<file path="src/rtl/multi_bcd_conv_if.sv">
// Handshake and data bundle for multi_bcd_conv: start/bin_in towards the
// converter, busy/valid/bcd_out/ovf back from it.
interface multi_bcd_conv_if #(
  parameter int CHANNELS = 3,
  parameter int BIN_W    = 6,
  parameter int DIGITS   = 2
);
  logic                         start;
  logic [CHANNELS*BIN_W-1:0]    bin_in;
  logic                         busy;
  logic                         valid;
  logic [CHANNELS*DIGITS*4-1:0] bcd_out;
  logic [CHANNELS-1:0]          ovf;

  modport master (output start, bin_in, input busy, valid, bcd_out, ovf);
  modport slave  (input start, bin_in, output busy, valid, bcd_out, ovf);
endinterface

</file>
<file path="src/rtl/multi_bcd_conv.sv">
// Multi-channel binary-to-BCD converter (serial double-dabble, one bit per clock).
// Define MULTI_BCD_CONV_BLANK_EN to blank leading zero digits with 4'hF.
module multi_bcd_conv #(
  parameter int CHANNELS = 3,
  parameter int BIN_W    = 6,
  parameter int DIGITS   = 2
) (
  input  logic             clk,
  input  logic             rst,
  multi_bcd_conv_if.slave  bus
);

  // Decimal digits needed to hold 2^bits-1 without loss.
  function automatic int dec_digits(input int bits);
    longint v;
    int     n;
    v = (longint'(1) << bits) - 1;
    n = 1;
    for (int i = 0; i < 6; i++) begin
      if (v >= 10) begin
        v = v / 10;
        n = n + 1;
      end
    end
    return n;
  endfunction

  localparam int ACC_D = (dec_digits(BIN_W) > DIGITS) ? dec_digits(BIN_W) : DIGITS;
  localparam int ACC_W = ACC_D * 4;
  localparam int CNT_W = $clog2(BIN_W + 1);
  localparam int OUT_W = CHANNELS * DIGITS * 4;

  typedef enum logic {IDLE, SHIFT} state_t;

  state_t             state_q, state_d;
  logic [CNT_W-1:0]   cnt_q;
  logic [BIN_W-1:0]   bin_q   [CHANNELS];
  logic [ACC_W-1:0]   acc_q   [CHANNELS];
  logic [ACC_W-1:0]   adj     [CHANNELS];
  logic [ACC_W-1:0]   acc_nxt [CHANNELS];
  logic [OUT_W-1:0]   bcd_q, bcd_d;
  logic [CHANNELS-1:0] ovf_q, ovf_d;
  logic               valid_q;
  logic               last;
  logic               lead;

  assign last = (cnt_q == CNT_W'(1));

  always_ff @(posedge clk or posedge rst) begin
    if (rst) state_q <= IDLE;
    else     state_q <= state_d;
  end

  always_comb begin
    state_d = state_q;
    case (state_q)
      IDLE:    if (bus.start) state_d = SHIFT;
      SHIFT:   if (last)      state_d = IDLE;
      default: state_d = IDLE;
    endcase
  end

  always_comb begin
    bus.busy    = (state_q == SHIFT);
    bus.valid   = valid_q;
    bus.bcd_out = bcd_q;
    bus.ovf     = ovf_q;
  end

  // One double-dabble step: add-3 correction, then shift in the next binary MSB.
  always_comb begin
    for (int ch = 0; ch < CHANNELS; ch++) begin
      adj[ch] = acc_q[ch];
      for (int d = 0; d < ACC_D; d++) begin
        if (acc_q[ch][d*4 +: 4] >= 4'd5)
          adj[ch][d*4 +: 4] = acc_q[ch][d*4 +: 4] + 4'd3;
      end
      acc_nxt[ch] = {adj[ch][ACC_W-2:0], bin_q[ch][BIN_W-1]};
    end
  end

  // Result formatting from the final step: saturate on overflow, optional blanking.
  always_comb begin
    bcd_d = '0;
    ovf_d = '0;
    lead  = 1'b0;
    for (int ch = 0; ch < CHANNELS; ch++) begin
      ovf_d[ch] = ((acc_nxt[ch] >> (DIGITS*4)) != '0);
      for (int d = 0; d < DIGITS; d++)
        bcd_d[(ch*DIGITS+d)*4 +: 4] = ovf_d[ch] ? 4'h9 : acc_nxt[ch][d*4 +: 4];
`ifdef MULTI_BCD_CONV_BLANK_EN
      if (!ovf_d[ch]) begin
        lead = 1'b1;
        for (int d = DIGITS-1; d > 0; d--) begin
          lead = lead && (acc_nxt[ch][d*4 +: 4] == 4'd0);
          if (lead) bcd_d[(ch*DIGITS+d)*4 +: 4] = 4'hF;
        end
      end
`endif
    end
  end

  // NOTE: the shift/accumulator arrays are reset too so an aborted conversion leaves no stale state.
  always_ff @(posedge clk or posedge rst) begin
    if (rst) begin
      cnt_q   <= '0;
      bcd_q   <= '0;
      ovf_q   <= '0;
      valid_q <= 1'b0;
      for (int ch = 0; ch < CHANNELS; ch++) begin
        bin_q[ch] <= '0;
        acc_q[ch] <= '0;
      end
    end else begin
      valid_q <= 1'b0;
      if (state_q == IDLE) begin
        if (bus.start) begin
          cnt_q <= CNT_W'(BIN_W);
          for (int ch = 0; ch < CHANNELS; ch++) begin
            bin_q[ch] <= bus.bin_in[ch*BIN_W +: BIN_W];
            acc_q[ch] <= '0;
          end
        end
      end else begin
        cnt_q <= cnt_q - CNT_W'(1);
        for (int ch = 0; ch < CHANNELS; ch++) begin
          acc_q[ch] <= acc_nxt[ch];
          bin_q[ch] <= bin_q[ch] << 1;
        end
        if (last) begin
          bcd_q   <= bcd_d;
          ovf_q   <= ovf_d;
          valid_q <= 1'b1;
        end
      end
    end
  end

endmodule
</file>
<file path="src/flat_wrapper.sv">
// flat-port wrapper written by rule: the top's interface ports become plain ports
module multi_bcd_conv_flat 
#(
  parameter int CHANNELS = 3,
  parameter int BIN_W    = 6,
  parameter int DIGITS   = 2
)
  (clk, rst, bus_start, bus_bin_in, bus_busy, bus_valid, bus_bcd_out, bus_ovf);
  multi_bcd_conv_if #(.CHANNELS(CHANNELS), .BIN_W(BIN_W), .DIGITS(DIGITS)) bus_i ();
  input  logic clk;
  input  logic rst;
  input wire logic [$bits(bus_i.start)-1:0] bus_start;
  input wire logic [$bits(bus_i.bin_in)-1:0] bus_bin_in;
  output wire logic [$bits(bus_i.busy)-1:0] bus_busy;
  output wire logic [$bits(bus_i.valid)-1:0] bus_valid;
  output wire logic [$bits(bus_i.bcd_out)-1:0] bus_bcd_out;
  output wire logic [$bits(bus_i.ovf)-1:0] bus_ovf;
  assign bus_i.start = bus_start;
  assign bus_i.bin_in = bus_bin_in;
  assign bus_busy = bus_i.busy;
  assign bus_valid = bus_i.valid;
  assign bus_bcd_out = bus_i.bcd_out;
  assign bus_ovf = bus_i.ovf;
  multi_bcd_conv #(.CHANNELS(CHANNELS), .BIN_W(BIN_W), .DIGITS(DIGITS)) u_core (.clk(clk), .rst(rst), .bus(bus_i));
endmodule
</file>
<file path="config.mk">
export PLATFORM = sky130hd
export DESIGN_NAME = multi_bcd_conv_flat
export DESIGN_NICKNAME = d
export VERILOG_FILES = /design/src/rtl/multi_bcd_conv_if.sv /design/src/rtl/multi_bcd_conv.sv /design/src/flat_wrapper.sv
export SDC_FILE = /design/constraint.sdc
export NUM_CORES = 1
export LEC_CHECK = 0
export BUFFER_PORTS_ARGS = -buffer_cell sky130_fd_sc_hd__clkbuf_2
export CAP_MARGIN = 20
export CORE_ASPECT_RATIO = 2
export CORE_MARGIN = 2
export CORE_UTILIZATION = 30
export CTS_CLUSTER_DIAMETER = 150
export DETAILED_ROUTE_END_ITERATION = 8
export GPL_ROUTABILITY_DRIVEN = 1
export PLACE_DENSITY_LB_ADDON = 0.1
export SLEW_MARGIN = 40
export SYNTH_ARGS = -nofsm -noshare
export SYNTH_HDL_FRONTEND = slang
export SYNTH_SLANG_ARGS = --single-unit
</file>
<file path="constraint.sdc">
create_clock -name clk -period 2.2 [get_ports clk]
set_input_delay 0.33 -clock clk [delete_from_list [all_inputs] [get_ports clk]]
set_output_delay 0.33 -clock clk [all_outputs]
set_load 0.005 [all_outputs]
</file>
==> qor.txt <==
outcome -> completed
pins over their slew limit -> 0
worst min path class -> in -> reg
Mapped Area -> 3410 µm²
cell row count -> 55
Max Clk Rate -> 607 MHz
kind of cell adding the most delay to the critical path -> flip-flops
Total Routing Usage GR -> 0.134
initial antenna violation count -> 0
cells along the critical path -> ha_1, nand2_1, or2_4, clkinv_4, mux2_4
routed vias/inst -> 4.64
final core utilization -> 0.363
Worst Path Required -> 2.41 ns
count of different cell masters after synthesis -> 27
largest net degree at the start of global routing -> 72
fin area -> 4070 µm²
DP Area -> 3790 µm²
htree depth -> 3
Total Wirelength -> 7.42 mm
Syn Inst Count -> 313
Final #Nets -> 396
clock-pin slew on the worst setup and hold paths -> 0.06 ns
number of diodes -> 0
Post-route DRC -> 0
crit path time final -> 1.65 ns
Setup Skew -> 0.00641 ns
clock latency on the worst-skew pair -> 0.33 ns
Detailed Routing Iterations Pass 1 -> 5
Placer Congestion -> 0.727
Max Root-Sink Buffers -> 2
Critical Path Sink Type -> register
Crit Path Max Fanout -> 22
Detailed Route Iter0 Violations -> 66
Max-Cap Viols -> 0
Die X -> 79.4 µm
unrepaired setup endpoints after global routing -> no
Post-synth EDFFs -> 0
Power Total -> 6.03 mW
DR WL/cell -> 14.6 µm
Cell Pwr Density -> 1480 nW/µm²
CTS tree -> done
post-route setup slack -> 0.552 ns
Die Y -> 155 µm
post-route ant nets -> 0
Period Utilization, post-route -> 0.749
Buffers & Inverters on Critical Path -> 1
dpl cells -> 491
crit path launch type -> register
Synth warnings -> 0
mean post-synth cell area -> 10.9 µm²
# IOs -> 50
CTS Root Cell -> clkbuf_16
layout cells sized above 1 -> 0.232
LEAKAGE -> 2.03 nW
Setup CP Type -> reg -> reg
TritonCTS Buffers -> 9
vias in the first global route -> 2,497
slowest CP cell -> dfrtp_1
final std cells w/o fill -> 508
post-synthesis sequential area ratio -> 0.521
DR vias -> 2,356
Setup TNS -> 0 ns
max_slew headroom -> 0.666
first-pass GRT wire length -> 12.7 mm
Synth Flop Type -> dfrtp_1
Port Buffer Count -> 46
Setup Viol. Count Final -> 0
Arrival @ worst endpoint -> 1.86 ns
Seq cells post-synth -> 71
setup bufs post-CTS -> 0
worst hold margin -> 0.251 ns
CTS Sinks -> 71
core area -> 11,200 µm²
pre-CTS WS -> 0.541 ns
Initial Utilization -> 0.304
grt ovf -> 0
HPWL Detailed -> 5.06 mm
worst vdd ir -> 660 µV
share of synthesized registers carrying an async set or reset -> 1.00
Fin. Hold Viols -> 0
P&R area growth vs syn -> 19.6%
Worst path max stage delay -> 0.40 ns
Slew @ Worst Pin -> 0.501 ns
die area -> 12,300 µm²
## cell type report
class	count	area (µm²)
clock buffers	13	260
multi-input cells	210	1480
well taps	142	178
inverters	16	65.1
repair buffers	53	298
clock inverters	3	17.5
fillers	1139	7140
flip-flops and latches	71	1780
## registers in the layout, summed over array words and instances, names as in the netlist
name                cells
u_core.acc_nxt          3
u_core.acc_q           24
u_core.bin_q           15
u_core.bus.bcd_out     24
u_core.bus.busy         1
u_core.bus.valid        1
u_core.cnt_q            3
## routing by layer
metal,part of all wire,wire length [µm],up-vias,global-route usage
li1,-,-,1153,-
met2,0.54,4010,41,0.235
met1,0.41,3030,1152,0.152
met3,0.034,254,10,0.0321
met5,0,0,-,0
met4,0.017,124,0,0.0567
## logic make-up after synthesis
logic type / count (synthesis) / share of synthesized area
and+or+nand+nor: 80 / 0.115
AOI/OAI and AO/OA: 63 / 0.109
adders and majority gates: 14 / 0.0514
xor gates and xnor gates: 7 / 0.0180
buffers and inverters: 34 / 0.0470
muxes: 43 / 0.137
DFF: 71 / 0.521
other: 1 / 0.00110
## worst reg2reg max path: cells and delay by family (launching register included)
| family | cells | cell delay (ns) |
|---|---|---|
| adders and majority gates | 1 | 0.20 |
| buffers and inverters | 1 | 0.25 |
| DFF | 1 | 0.40 |
| muxes | 1 | 0.36 |
| and+or+nand+nor | 2 | 0.33 |
## cells in the mapped netlist, types with 5 or more instances
library cell  instances  area, µm²
inv_1                15       56.3
xnor2_1               7       61.3
a21oi_1              15       75.1
ha_1                 14        175
mux2_2                8       90.1
nand2_1              39        146
buf_2                 7       35.0
a22o_1                6       52.6
dfrtp_1              71       1780
a21o_1                8       60.1
nor3_1                8       40.0
mux2i_1              30        300
o21ai_0              29        145
nor3b_1              11       82.6
mux2_4                5       75.1
nand2b_1             12       75.1
clkbuf_1              7       26.3
nor2_1                6       22.5
## layout by cell type (no fill, tap or decap), drive strengths merged, types with 6 or more instances in the layout
cell type and count:
a21oi 17, clkbuf 59, a22o 6, inv 15, nor3 8, a21o 8
ha 14, xnor2 7, mux2 13, nor3b 11, nand2b 12, nor2 6
nand2 39, mux2i 30, o21ai 29, dfrtp 71, buf 6
## final timing paths
path	start	end	slack, ns	cells after the start
max in group asynchronous	rst	u_core.bus.bcd_out[15]$_DFFE_PP0P_	0.89	5
worst max-delay path	u_core.cnt_q[0]$_DFFE_PP0P_	u_core.bus.bcd_out[1]$_DFFE_PP0P_	0.55	5
worst max register to register	u_core.cnt_q[0]$_DFFE_PP0P_	u_core.bus.bcd_out[1]$_DFFE_PP0P_	0.55	5
worst min-delay path	bus_bin_in[6]	u_core.bin_q[6]$_DFFE_PP0P_	0.25	3
min in group asynchronous	rst	u_core.bin_q[12]$_DFFE_PP0P_	0.50	3
worst min register to register	u_core.bin_q[9]$_DFFE_PP0P_	u_core.bin_q[10]$_DFFE_PP0P_	0.48	2
## what timing repair did
item / in CTS / in global routing
hold buffers: 1 / 0
setup endpoints to repair: 0 / 0
resized for setup: 0 / 0
hold endpoints to repair: 14 / 0
## power breakdown
group          total (mW)  internal (mW)  switching [mW]  leakage (nW)
registers            2.28           1.87           0.413         0.905
logic                2.39           1.16            1.23         0.985
clock network        1.37          0.822           0.544         0.136
Power figures use the tool's default switching activity.
